--- src/rtl/mfcc_scheduler.sv ---
// mfcc_scheduler: sequences window/FFT/mel/cepstrum units per frame with done handshakes and timeout.
module mfcc_scheduler #(
  parameter int FRAME_W = 16,
  parameter int TIMEOUT = 1024
) (
  input  logic               hclk,
  input  logic               hreset,
  input  logic               trigger,
  input  logic               abort,
  input  logic [FRAME_W-1:0] frame_num,
  input  logic [3:0]         fft_stage_number,
  input  logic               win_done,
  input  logic               fft_done,
  input  logic               mel_done,
  input  logic               cep_done,
  output logic               win_start,
  output logic               fft_start,
  output logic               mel_start,
  output logic               cep_start,
  output logic [3:0]         fft_stage,
  output logic [FRAME_W-1:0] frame_idx,
  output logic               busy,
  output logic               done,
  output logic               err
);
  localparam int CW = $clog2(TIMEOUT + 1);
  typedef enum logic [3:0] {IDLE, WIN, WIN_W, FFT, FFT_W, MEL, MEL_W, CEP, CEP_W, NEXT, FIN} state_t;
  state_t state;
  logic [CW-1:0] wait_cnt;
  logic [FRAME_W-1:0] frame_n;
  logic [3:0] fft_n;
  logic unit_done, waiting;
  always_comb begin
    unit_done = state == WIN_W ? win_done :
                state == FFT_W ? fft_done :
                state == MEL_W ? mel_done :
                state == CEP_W ? cep_done : 1'b0;
    waiting = state inside {WIN_W, FFT_W, MEL_W, CEP_W};
  end
  always_ff @(posedge hclk or posedge hreset) begin
    if (hreset) begin
      state <= IDLE;
      wait_cnt <= '0;
      frame_n <= '0;
      fft_n <= '0;
      {win_start, fft_start, mel_start, cep_start} <= '0;
      fft_stage <= '0;
      frame_idx <= '0;
      busy <= 1'b0;
      done <= 1'b0;
      err <= 1'b0;
    end else begin
      {win_start, fft_start, mel_start, cep_start} <= '0;
      done <= 1'b0;
      if (abort && state != IDLE) begin
        state <= IDLE;
        busy <= 1'b0;
      end else if (waiting && !unit_done) begin
        if (wait_cnt == CW'(TIMEOUT - 1)) begin
          state <= IDLE;
          busy <= 1'b0;
          err <= 1'b1;
        end else
          wait_cnt <= wait_cnt + 1'b1;
      end else
        case (state)
          IDLE: if (trigger) begin
            frame_n <= frame_num;
            fft_n <= fft_stage_number;
            err <= 1'b0;
            frame_idx <= '0;
            busy <= 1'b1;
            if (frame_num == '0) begin
              state <= FIN;
              done <= 1'b1;
            end else begin
              state <= WIN;
              win_start <= 1'b1;
            end
          end
          // each issue state is immediately followed by its wait state in the encoding
          WIN, FFT, MEL, CEP: begin
            state <= state_t'(state + 4'd1);
            wait_cnt <= '0;
          end
          WIN_W: if (fft_n == 4'd0) begin
            state <= MEL;
            mel_start <= 1'b1;
          end else begin
            state <= FFT;
            fft_start <= 1'b1;
            fft_stage <= 4'd0;
          end
          FFT_W: if ({1'b0, fft_stage} + 5'd1 < {1'b0, fft_n}) begin
            state <= FFT;
            fft_start <= 1'b1;
            fft_stage <= fft_stage + 4'd1;
          end else begin
            state <= MEL;
            mel_start <= 1'b1;
          end
          MEL_W: begin
            state <= CEP;
            cep_start <= 1'b1;
          end
          CEP_W: state <= NEXT;
          NEXT: if (frame_idx == frame_n - 1'b1) begin
            state <= FIN;
            done <= 1'b1;
          end else begin
            state <= WIN;
            win_start <= 1'b1;
            frame_idx <= frame_idx + 1'b1;
          end
          default: begin
            state <= IDLE;
            busy <= 1'b0;
          end
        endcase
    end
  end
endmodule
--- config.mk ---
export PLATFORM = sky130hd
export DESIGN_NAME = mfcc_scheduler
export DESIGN_NICKNAME = d
export VERILOG_FILES = /design/src/rtl/mfcc_scheduler.sv
export SDC_FILE = /design/constraint.sdc
export NUM_CORES = 1
export LEC_CHECK = 0
export ABC_AREA = 1
export CORE_MARGIN = 4
export CORE_UTILIZATION = 57
export DETAILED_ROUTE_END_ITERATION = 8
export GPL_TIMING_DRIVEN = 0
export PLACE_DENSITY = 0.91
export RECOVER_POWER = 100
export SYNTH_ARGS = -nofsm -noshare
export SYNTH_HDL_FRONTEND = slang
export SYNTH_SLANG_ARGS = --single-unit
--- constraint.sdc ---
create_clock -name hclk -period 2.3 [get_ports hclk]
set_input_delay 0.345 -clock hclk [delete_from_list [all_inputs] [get_ports hclk]]
set_output_delay 0.345 -clock hclk [all_outputs]
set_load 0.01 [all_outputs]
# ---- Word-level counts from Yosys, hierarchy flattened
# Index checks and enable logic that the tools add are counted.
dict set report totals {
  regBits 62
  latch_bits 0
  ram_bits 0
  rom_bits 0
  in_bits 28
  elab_cells 120
  memories 0
}
dict set report classes {
  n_addsub 6
  mul 0
  div 0
  order_cmp 1
  eq_ne 20
  shift 0
  n_mux 56
  n_bitwise 2
  reduce_logical 22
}
# operator count
set op_table {}
lappend op_table {{$mux 1} 33}
lappend op_table {{$mux 11} 3}
lappend op_table {{$mux 16} 2}
lappend op_table {{$mux 4} 8}
lappend op_table {{$pmux 16 s2} 1}
lappend op_table {{$pmux 4 s7} 1}
lappend op_table {{$add 16x1->16 const B} 1}
lappend op_table {{$eq 16x16->1} 1}
lappend op_table {{$eq 4x3->1 const B} 4}
lappend op_table {{$logic_not 16->1} 1}
lappend op_table {{$sub 16x1->16 const B} 1}
lappend op_table {{$add 11x1->11 const B} 1}
lappend op_table {{$eq 11x10->1 const B} 1}
lappend op_table {{$pmux 1 s2} 5}
lappend op_table {{$reduce_and 5->1} 2}
lappend op_table {{$reduce_bool 2->1} 5}
lappend op_table {{$reduce_or 9->1} 1}
lappend op_table {{$add 4x1->4 const B} 2}
lappend op_table {{$eq 4x2->1 const B} 2}
lappend op_table {{$eq 4x4->1 const B} 2}
lappend op_table {{$logic_not 4->1} 2}
lappend op_table {{$ne 2x2->1 const B} 4}
lappend op_table {{$pmux 4 s2} 1}
lappend op_table {{$reduce_and 4->1} 2}
lappend op_table {{15 further kinds} 21}

# ---- Depth between registers and ports, before layout
dict set report depth {
  ltp_word 9
  mapped_depth 16
  ltp_nobuf 16
}

# ---- Worst setup path before layout
# No wires, ideal clock.
dict set report synth_timing {
  kind {reg-to-reg}
  startpoint {reg frame_n[0]}
  endpoint {reg frame_idx[10]}
  t_arrival_ns 1.943
  setup_slack_ns 0.240
  path_stages_with_launch 13
  path_buffers 1
  synth_period_minus_slack_ns 2.060
  path_cell_list {dfrtp_1 -> inv_1 -> ha_1 -> nand3_4 -> nor2_4 -> nand2_1 -> xor2_1 -> nand2_1 -> nor2_1 -> nand4_2 -> buf_2 -> nand4_1 -> nand2_1}
}
dict set report synth_via {
  elab_chain_cells 4
}
# item line_no
set synth_lines {}
lappend synth_lines {{from (decl)} 30} ;# logic [FRAME_W-1:0] frame_n;
lappend synth_lines {{from (signal assigned)} 68} ;# frame_n <= frame_num;
lappend synth_lines {{$sub 16x1->16} 107} ;# NEXT: if (frame_idx == frame_n - 1'b1) begin
lappend synth_lines {{$eq 16x16->1} 107}
lappend synth_lines {{$ne 2x2->1 (no line)} --}
lappend synth_lines {{$reduce_and 5->1 (no line)} --}
lappend synth_lines {{to (signal assigned)} 113} ;# frame_idx <= frame_idx + 1'b1;
lappend synth_lines {{to (decl)} 21} ;# output logic [FRAME_W-1:0] frame_idx,
# Every way passes these cells.
# A chain may end at the register's enable or synchronous reset.

# ---- Final worst setup path
dict set report layout_timing {
  startpoint {reg frame_n[0]}
  endpoint {reg frame_idx[0]}
}
# The elaborated chain is that of the path after synthesis.

==> out/metrics.cfg <==
[timing]
slew_viol_final = 0
fin_ws_ns = 0.01842
skew_ns = 0.009187
relSlewSlack_pct = 14.60
max_freq_mhz = 438.3
hold_violations = 0
setup_tns_ns = 0
fin_hold_ws_ns = 0.5024
setup_viol = 0
min_period_ns = 2.282
post-route-period-util_pct = 99.20
rsz0062_at_grt = true
worst_slew_pin_slew_ns = 1.280

[logic_synthesis]
synth-compound-area-share_pct = 8.814
syn_nets = 686
netlist_area_um2 = 4642
synth_fa_ha_area_share_pct = 2.965
synth_edf_count = 0
synthDistinctLibCells = 40
synth_mux_area_share_pct = 0
synthFlopType = dfrtp_1
seq_area_frac_synth_pct = 33.42
synth_cells = 647
ys_seq_elements = 62
async_reset_ff_share_pct = 100.0
synth_top_family_by_area = simple AND/OR/NAND/NOR gates
synth_xor_area_share_pct = 6.038
synth.avg_cell_area_um2 = 7.175
yosysWarnings = 0
synth-simple-area-share_pct = 38.81

[cts]
clk_path_buf_depth = 2
clock_sinks = 62
h-tree-depth = 3
clk_pin_slew_ns = 0.07
cts_root_buf = clkbuf_8
clk-insertion-delay-late_ns = 0.36
cts_made_buffers = 9
postCtsHoldBufs = 0
cts_tree = done

[global_routing]
antenna_found_initial = 0
grt-ovfl-total = 0
grt_pass1_vias = 4349
grt_pass1_wl_um = 19950
track_usage_pct = 24.79
grt_max_degree = 36

[floorplan]
die_y_um = 98.24
placementRows = 32
dieArea_um2 = 9651
core-area_um2 = 7807
start_util_pct = 59.46
die_x_um = 98.24
ios = 55

[pwr]
vdd_drop_max_mv = 0.6850
leakagePower_nw = 2.947
powerDensity_nw_per_um2 = 1047

[routing]
top_layer = met4
drcViolationCount = 0
drt_iter0_markers = 355
dr_wl_met2_um = 6171
firstDrtPassIters = 6
vias = 4729
wl_per_cell_um = 14.99
wl_met3_um = 874
wl_met1_um = 5138
viasPerCell = 5.623
ant_nets = 0
totalWireLength_um = 12600

[worst_setup_path]
cp_max_fo = 7
cp_cell_sequence = inv_4, ha_4, nand3_4, nor2_4, buf_4, nand2_1, nand2_1, nand2_1, nor2_1, nand2_1, nor2_2, nand3_2, nand3_4, clkbuf_16, nand2_2, nand2_1
crit_path_top_delay_cell = dfrtp_2
critPathMaxStageDelay_ns = 0.46
timing.critical_path.mode_cell = nand2_1
critPathKind = flip-flop to flip-flop
critPathRequiredTime_ns = 2.59
path_buf_inv = 3
crit_arrival_ns = 2.57
critPathLaunchType = flip-flop
cp_top_family = simple AND/OR/NAND/NOR gates
cp-end-kind = flip-flop

[placement]
globalplace.congestion = 0.9893
place_area_um2 = 5330
portBuffers = 54
post-place-ws_ns = -0.1757
dp_hpwl_um = 8796

[final_layout]
final_core_utilization_pct = 74.66
drive_gt1_share_pct = 19.76
nets = 773
fin_area_um2 = 5829
syn2layout_area_growth_pct = 25.58
fillerInstances = 563
antenna_cells = 0

[hold_path]
hp-class = flip-flop to flip-flop

[run_status]
status = completed

[run]
drv_cap = 0

==> cells by family (layout without fill, tap and decap cells) <==
family	Yosys count	after routing
AOI/OAI and AO/OA	61	61
and+or+nand+nor	374	374
xor gates and xnor gates	32	32
adders and majority gates	11	11
DFF	62	62
buffers and inverters	107	199
==> routing by layer <==
| metal | track usage (%) | vias to the layer above |
|---|---|---|
| met5 | 0 | - |
| met4 | 8.088 | 0 |
| met3 | 4.286 | 45 |
| met2 | 42.57 | 245 |
| met1 | 31.80 | 2202 |
| li1 | - | 2237 |
==> timing repair <==
item                       4_1_cts  5_1_grt
resized for setup               11       29
setup buffers                    4       16
cloned                           0        1
pin swaps                        3       10
setup endpoints to repair       54       55
==> cells in the final DEF (no fill, tap or decap), drive strengths merged, types with 7 or more instances in the layout <==
cell type / instances
clkdlybuf4s50: 28
ha: 11
dlygate4sd3: 26
a21oi: 12
buf: 30
nor2: 78
clkbuf: 11
dfrtp: 62
nand2: 200
o21ai: 45
xnor2: 7
nand4: 31
xor2: 25
nand3: 45
nor3: 10
inv: 97
==> tightest hold or removal path, delay by kind of cell, from the launching register on <==
kind	cells	cell delay, ns
AND/OR/NAND/NOR	1	0.05
flip-flops	1	0.35
AO/OA/AOI/OAI	1	0.06
==> Yosys cell counts (5+ instances only) <==
library cell / number / area [um2]
a21oi_1: 8 / 40.04
buf_6: 5 / 56.30
dfrtp_1: 62 / 1551
ha_1: 11 / 137.6
inv_1: 92 / 345.3
nand2_1: 181 / 679.4
nand2_2: 17 / 106.4
nand3_1: 39 / 195.2
nand4_1: 30 / 187.7
nor2_1: 57 / 214.0
nor2_2: 15 / 93.84
nor3_1: 10 / 50.05
o21ai_0: 21 / 105.1
o21ai_1: 5 / 25.02
o21ai_2: 18 / 157.7
xnor2_1: 7 / 61.31
xor2_1: 25 / 219.0
==> worst paths after layout <==
path / start / end / slack, ns / depth (start not counted)
setup / recovery: frame_n[0] / frame_idx[0] / 0.02 / 16
hold / removal: busy / busy / 0.50 / 2
setup reg to reg: frame_n[0] / frame_idx[0] / 0.02 / 16
hold reg to reg: busy / busy / 0.50 / 2
max in group asynchronous: hreset / frame_n[0] / 0.36 / 3
min in group asynchronous: hreset / frame_idx[11] / 0.78 / 2
==> where the power goes <==
part | total [mW] | switching, mW | leakage, nW | internal [mW]
Clock | 0.989 | 0.488 | 0.0914 | 0.501
Sequential | 1.59 | 0.263 | 0.822 | 1.32
Combinational | 3.53 | 2.16 | 2.03 | 1.37
Total | 6.10 | 2.91 | 2.95 | 3.19
==> registers in the layout, summed over array words and instances (netlist names) <==
| signal | count |
|---|---|
| cep_start | 1 |
| mel_start | 1 |
| busy | 1 |
| win_start | 1 |
| frame_n | 16 |
| wait_cnt | 11 |
| fft_start | 1 |
| fft_n | 4 |
| fft_stage | 4 |
| frame_idx | 16 |
| err | 1 |
| done | 1 |
| state | 4 |
==> cell type report <==
cell class | count | area (um2) | area share, %
Tap cell | 102 | 127.6 | 2.189
Multi-Input combinational cell | 478 | 2745 | 47.09
Clock buffer | 9 | 123.9 | 2.125
Sequential cell | 62 | 1553 | 26.64
Timing Repair Buffer | 76 | 723.2 | 12.41
Clock inverter | 7 | 75.07 | 1.288
Inverter | 97 | 371.6 | 6.375
Buffer | 10 | 110.1 | 1.889
==> metrics by stage <==
stage | instances | total power [mW]
global placement | 803 | 4.446
global route | 841 | 6.545
floorplan | 647 | 3.907
finish | 841 | 6.104
detailed placement | 804 | 4.575
CTS | 824 | 5.667
Note: power is estimated with default switching activity, not from simulation.
